### src/rtl/sram_arb_pkg.sv
// Shared types and constants for sram_bus_arbiter.
package sram_arb_pkg;

   typedef enum logic [1:0] {
      IDLE = 2'd0,
      BUSY = 2'd1,
      RESP = 2'd2
   } state_e;

   localparam logic OWN_INST = 1'b0;
   localparam logic OWN_DATA = 1'b1;

   // Memory read latency must stay within what the down-counter can hold.
   localparam int LAT_MIN = 1;
   localparam int LAT_MAX = 4;
   localparam int CNT_W   = 2;

   function automatic bit lat_legal(input int lat);
      return (lat >= LAT_MIN) && (lat <= LAT_MAX);
   endfunction

endpackage

### src/rtl/sram_bus_arbiter.sv
// Arbitrates the instruction-fetch and data-access SRAM channels onto one
// synchronous memory port, one outstanding transaction at a time.
// Build option: define SRAM_ARB_RR_EN for round-robin tie-breaking; otherwise
// data always wins a tie against instruction fetch.
module sram_bus_arbiter
   import sram_arb_pkg::*;
#(
   parameter int ADDR_W = 32,
   parameter int DATA_W = 32,
   parameter int LAT    = 1
) (
   input  logic              clk,
   input  logic              resetn,
   input  logic              inst_req,
   input  logic [ADDR_W-1:0] inst_addr,
   output logic              inst_addr_ok,
   output logic              inst_data_ok,
   output logic [DATA_W-1:0] inst_rdata,
   input  logic              data_req,
   input  logic [3:0]        data_wen,
   input  logic [ADDR_W-1:0] data_addr,
   input  logic [DATA_W-1:0] data_wdata,
   output logic              data_addr_ok,
   output logic              data_data_ok,
   output logic [DATA_W-1:0] data_rdata,
   output logic              mem_en,
   output logic [3:0]        mem_wen,
   output logic [ADDR_W-1:0] mem_addr,
   output logic [DATA_W-1:0] mem_wdata,
   input  logic [DATA_W-1:0] mem_rdata
);

   if (!lat_legal(LAT)) begin : g_lat_check
      $error("sram_bus_arbiter: LAT must be in 1..4");
   end

   state_e           state_q, state_d;
   logic [CNT_W-1:0] cnt_q, cnt_d;
   logic             owner_q, owner_d;
   logic             wr_q, wr_d;
   logic             grant_data;

`ifdef SRAM_ARB_RR_EN
   logic             last_q, last_d;

   // On a tie, hand the port to whichever side did not win last time.
   always_comb begin
      grant_data = data_req & (~inst_req | (last_q == OWN_INST));
   end
`else
   // Data wins every tie so the older memory-stage access never waits on fetch.
   always_comb begin
      grant_data = data_req;
   end
`endif

   // Next-state and output decode; every output is forced low while reset is held.
   always_comb begin
      // NOTE: every signal assigned here gets a default first so no path leaves
      // one unassigned, which would otherwise infer a latch.
      state_d      = state_q;
      cnt_d        = cnt_q;
      owner_d      = owner_q;
      wr_d         = wr_q;
`ifdef SRAM_ARB_RR_EN
      last_d       = last_q;
`endif
      inst_addr_ok = 1'b0;
      inst_data_ok = 1'b0;
      inst_rdata   = '0;
      data_addr_ok = 1'b0;
      data_data_ok = 1'b0;
      data_rdata   = '0;
      mem_en       = 1'b0;
      mem_wen      = '0;
      mem_addr     = '0;
      mem_wdata    = '0;

      if (resetn) begin
         unique case (state_q)
            IDLE: begin
               if (inst_req || data_req) begin
                  owner_d = grant_data ? OWN_DATA : OWN_INST;
                  wr_d    = grant_data & (|data_wen);
`ifdef SRAM_ARB_RR_EN
                  last_d  = grant_data ? OWN_DATA : OWN_INST;
`endif
                  mem_en  = 1'b1;
                  if (grant_data) begin
                     data_addr_ok = 1'b1;
                     mem_wen      = data_wen;
                     mem_addr     = data_addr;
                     mem_wdata    = data_wdata;
                  end else begin
                     inst_addr_ok = 1'b1;
                     mem_addr     = inst_addr;
                  end
                  if (LAT > 1) begin
                     state_d = BUSY;
                     cnt_d   = CNT_W'(LAT - 1);
                  end else begin
                     state_d = RESP;
                  end
               end
            end
            BUSY: begin
               if (cnt_q == CNT_W'(1)) begin
                  state_d = RESP;
                  cnt_d   = '0;
               end else begin
                  cnt_d = cnt_q - CNT_W'(1);
               end
            end
            RESP: begin
               if (owner_q == OWN_DATA) begin
                  data_data_ok = 1'b1;
                  data_rdata   = wr_q ? '0 : mem_rdata;
               end else begin
                  inst_data_ok = 1'b1;
                  inst_rdata   = mem_rdata;
               end
               state_d = IDLE;
            end
            default: state_d = IDLE;
         endcase
      end
   end

   // State, latency counter and registered owner; reset drops any in-flight access.
   always_ff @(posedge clk) begin
      // NOTE: sequential state uses non-blocking assignments so every register
      // samples the pre-edge values regardless of statement order.
      if (!resetn) begin
         state_q <= IDLE;
         cnt_q   <= '0;
         owner_q <= OWN_DATA;
         wr_q    <= 1'b0;
      end else begin
         state_q <= state_d;
         cnt_q   <= cnt_d;
         owner_q <= owner_d;
         wr_q    <= wr_d;
      end
   end

`ifdef SRAM_ARB_RR_EN
   // Last-grant register; starting at "inst" makes the first tie go to data.
   always_ff @(posedge clk) begin
      if (!resetn) begin
         last_q <= OWN_INST;
      end else begin
         last_q <= last_d;
      end
   end
`endif

endmodule
### config.mk
export PLATFORM = sky130hd
export DESIGN_NAME = sram_bus_arbiter
export DESIGN_NICKNAME = d
export VERILOG_FILES = /design/src/rtl/sram_arb_pkg.sv /design/src/rtl/sram_bus_arbiter.sv
export SDC_FILE = /design/constraint.sdc
export NUM_CORES = 1
export LEC_CHECK = 0
export CELL_PAD_IN_SITES_DETAIL_PLACEMENT = 1
export CELL_PAD_IN_SITES_GLOBAL_PLACEMENT = 1
export CORE_MARGIN = 4
export CORE_UTILIZATION = 10
export DETAILED_ROUTE_END_ITERATION = 8
export GPL_ROUTABILITY_DRIVEN = 0
export PLACE_DENSITY_LB_ADDON = 0.1
export SLEW_MARGIN = 25
export SYNTH_ARGS = -nofsm -noshare
export SYNTH_HDL_FRONTEND = slang
export SYNTH_SLANG_ARGS = --single-unit
### constraint.sdc
create_clock -name clk -period 1.4 [get_ports clk]
set_input_delay 0.21 -clock clk [delete_from_list [all_inputs] [get_ports clk]]
set_output_delay 0.21 -clock clk [all_outputs]
set_load 0.03 [all_outputs]
==> Yosys cells after proc, flatten, opt, wreduce, memory -nomap -nowiden <==
Index checks and enable logic that the tools add are counted.
Widths: inputs -> output; s select.
{ "op_classes": {"eq_ne": 5, "n_addsub": 1, "reduce_logical": 5, "bitwise": 1, "n_mux": 40} }
{ "op_table": {"columns": ["operator", "count"], "rows": [
  ["$mux 32", 15],
  ["$mux 1", 17],
  ["$mux 4", 4],
  ["$mux 2", 3],
  ["$eq 2x1->1 const B", 2],
  ["$ne 2x2->1 const B", 2],
  ["$pmux 2 s2", 1],
  ["$reduce_and 2->1", 2],
  ["$reduce_or 4->1", 1],
  ["$eq 2x2->1 const B", 1],
  ["$logic_not 2->1", 1],
  ["$sub 2x1->2 const B", 1],
  ["$and 1x1->1", 1],
  ["$logic_or 1x1->1", 1]
]} }
{ "word_totals": {"output_inout_bits": 137, "word_cells": 56, "register_bits": 6} }

==> Depth between registers and ports, before layout <==
{ "depth": {"ltp_word": 4, "depth_mapped": 5, "mapped_depth_nobuf": 2} }

==> Worst setup path after synthesis <==
No wires, ideal clock.
{ "synth_timing": {"path_kind": "register to output", "startpoint": "register state_q[1]", "endpoint": "output mem_wdata[25]", "n_path_buf": 3, "path_stages_with_launch": 6, "path_slack_ns": -0.137, "required_time_ns": 1.190, "t_arrival_ns": 1.327, "cell_sequence": "dfxtp_1 -> buf_4 -> and3b_1 -> buf_6 -> buf_2 -> and2_1"} }
{ "synth_between": {"elab_chain_cells": 3} }
{ "synth_rtl": {"columns": ["item", "line", "source"], "rows": [
  ["from (decl)", "sram_bus_arbiter.sv:37", "state_e state_q, state_d;"],
  ["from (signal assigned)", "sram_bus_arbiter.sv:139", "state_q <= state_d;"],
  ["$logic_not 2->1", "sram_bus_arbiter.sv:80", "unique case (state_q)"],
  ["$mux 32", "sram_bus_arbiter.sv:80", null],
  ["$mux 32", "sram_bus_arbiter.sv:79", "if (resetn) begin"],
  ["to (decl)", "sram_bus_arbiter.sv:29", "output logic [DATA_W-1:0] mem_wdata,"]
]} }
No other way between the ends.

==> Worst setup path in the final report <==
{ "layout_timing": {"startpoint": "register state_q[1]", "endpoint": "output mem_addr[6]"} }
{ "layout_between": {"elab_chain_cells": 3} }
{ "layout_rtl": {"columns": ["item", "line", "source"], "rows": [
  ["$logic_not 2->1", "sram_bus_arbiter.sv:80", null],
  ["$mux 32", "sram_bus_arbiter.sv:80", null],
  ["$mux 32", "sram_bus_arbiter.sv:79", null],
  ["to (decl)", "sram_bus_arbiter.sv:28", "output logic [ADDR_W-1:0] mem_addr,"]
]} }
No other way between the ends.

==> impl_metrics.json <==
{
  "status": "finished with violations",
  "violations": "setup timing",
  "period_needed_ns": 1.68,
  "ant_nets": 0,
  "drt-met1-wl_mm": 3.56,
  "setup_viol": 134,
  "dr_wl_met3_mm": 1.21,
  "hold_path_end": "wr_q",
  "die_y_um": 119,
  "switching_power_mw": 0.672,
  "finClkSkew_ns": 0.00346,
  "routed_via_density": 4.05,
  "core_mm2": 0.0120,
  "track_usage": 0.143,
  "swShare": 0.340,
  "numClockSinks": 3,
  "grt_pass1_vias": 2672,
  "leakage_nw": 2.24,
  "antenna_cells": 0,
  "instances_no_fill": 594,
  "synthesis.area_mm2": 0.00122,
  "rsz0062_at_grt": "yes",
  "cts-root-buf": "clkbuf_16",
  "max-cap-violations": 0,
  "irDropWorstVdd_v": 0.000345,
  "met2_length_mm": 5.72,
  "final_common_cell": "clkdlybuf4s50_1",
  "highest_layer": "met4",
  "drt-total-wl_mm": 10.6,
  "die_w_um": 119,
  "ctsHoldBuffers": 0,
  "dp_cells": 583,
  "dp_hpwl_mm": 8.63,
  "pwr-share-comb": 0.722,
  "r2r-end": "wr_q",
  "critPathKind": "flip-flop to output pin",
  "worst_pin_slew_ns": 0.193,
  "die_area_mm2": 0.0141,
  "relSlewSlack": 0.872,
  "insertion_delay_ns": 0.22,
  "fin_nets": 584,
  "numCtsBuffers": 3,
  "clkSlewWorstSetupHoldPaths_ns": 0.03,
  "grt_start_max_net_pins": 34,
  "port_buffers": 272,
  "final_cell_mix": "clkdlybuf4s50_1, buf_6, and2_4",
  "grt_pass1_wl_mm": 15.9,
  "fin_crit_sh": 1.20,
  "clkPwrFrac": 0.228,
  "ys_seq_area_frac": 0.0491,
  "hold_class": "flip-flop to flip-flop",
  "ys_ff_latch": 3,
  "power_density_mw_per_mm2": 402,
  "ios": 273,
  "rr_startpoint": "state_q[1]",
  "drt-initial-drc-count": 52,
  "drtPass1Iterations": 3,
  "setup.worst_path.end_class": "output pin",
  "synth_fp_nets": 305,
  "async_reset_ff_frac": 0,
  "synth-edff-count": 0,
  "arrival_ns": 1.47,
  "final-hold-violation-count": 0,
  "num_vias": 2405,
  "utilization": 0.409,
  "min_from": "wr_q",
  "gr-total-overflow": 0,
  "seq_power_share": 0.050,
  "area_delta_synth_final_pct": 302,
  "cts_tree": "yes",
  "p_int_mw": 1.30,
  "synth_cells": 169,
  "slew_viol_final": 0,
  "avgSynthCellArea_um2": 7.23,
  "reg2reg_depth": 4,
  "drive_gt1_frac": 0.564,
  "setup_ws_ns": -0.282,
  "avgRoutedWirePerCell_um": 17.9,
  "start_util": 0.102,
  "r2r_slack_ns": 0.27,
  "netlist-cell-type-count": 20,
  "grt_antenna_before_repair": 0,
  "worstPathRequired_ns": 1.19,
  "yosys_warnings": 0,
  "clock.fmax_ghz": 0.595,
  "clockBufferDepth": 2,
  "synthFlopType": "dfxtp_1",
  "cts_htree_levels": 1,
  "path_max_fanout": 17,
  "cp-start-kind": "flip-flop",
  "fp-row-count": 40,
  "min_path_cells": 1,
  "drc": 0
}
cell usage after synthesis, drive strengths merged (2+ instances only):
cell type,n,share of area
and2,100,0.51
dfxtp,3,0.049
nor3b,2,0.012
inv,2,0.0061
and3b,2,0.014
clkbuf,7,0.024
a22o,32,0.23
buf,12,0.094
worst max path at each step:
stage | cells past startpoint | start | end
floorplan | 5 | state_q[1] | mem_addr[26]
global placement | 5 | resetn | mem_addr[11]
detailed placement | 5 | resetn | mem_addr[28]
CTS | 5 | state_q[1] | mem_addr[11]
global route | 5 | state_q[1] | mem_addr[5]
finish | 5 | state_q[1] | mem_addr[6]
cells by family after synthesis:
kind of cell	count (synthesis)	share of synthesized area
buffers and inverters	21	0.124
AO/OA/AOI/OAI	35	0.251
AND/OR/NAND/NOR	110	0.576
flip-flops	3	0.0491
stage by stage:
step | setup TNS [ns] | area (um2) | total power [mW] | setup slack (ns) | hold slack (ns)
after floorplan | -0.155 | 1350 | 0.618 | -0.0309 | 0.289
after global placement | -43.80 | 4050 | 1.31 | -0.395 | 0.496
after detailed placement | -48.66 | 4050 | 1.32 | -0.443 | 0.511
after CTS | -27.75 | 4790 | 1.96 | -0.290 | 0.523
after global routing | -34.66 | 4910 | 2.06 | -0.330 | 0.537
final | -27.00 | 4910 | 1.98 | -0.282 | 0.519
worst max-delay path: stages (launching register included):
cell and delay, ns:
dfxtp_2 0.32, and3b_4 0.21, buf_12 0.15, buf_12 0.15
a22o_2 0.27, buf_6 0.14
area by class of cell:
class	instances	area, um2
flip-flops and latches	3	61.3
well taps	147	184
repair buffers	293	3280
clock buffers	4	78.8
fillers	1353	7100
inverters	2	7.51
multi-input cells	145	1300
routing by layer:
layer,vias to the layer above,track usage
met5,-,0
li1,1128,-
met3,8,0.0632
met1,1105,0.139
met2,164,0.280
met4,0,0.0224
power by group through the flow:
| stage | clock, mW | sequential, mW | combinational, mW |
|---|---|---|---|
| 6_report | 0.451 | 0.0981 | 1.43 |
| 3_5_place_dp | 0 | 0.0985 | 1.22 |
| 4_1_cts | 0.460 | 0.0981 | 1.41 |
| 5_1_grt | 0.471 | 0.0993 | 1.49 |
| 3_3_place_gp | 0 | 0.0983 | 1.21 |
| 2_1_floorplan | 0 | 0.0961 | 0.522 |
registers in the layout, indices dropped and copies added, names as in the netlist:
| register | count |
|---|---|
| state_q | 1 |
| wr_q | 1 |
| owner_q | 1 |
repair_timing:
action,CTS,global route
hold endpoints to repair,0,0
endpoints found under the setup margin,137,136
pin swaps,8,5
gates cloned,4,0
gates resized for setup,155,40
setup buffers,3,2
(Power assumes the default switching activity.)
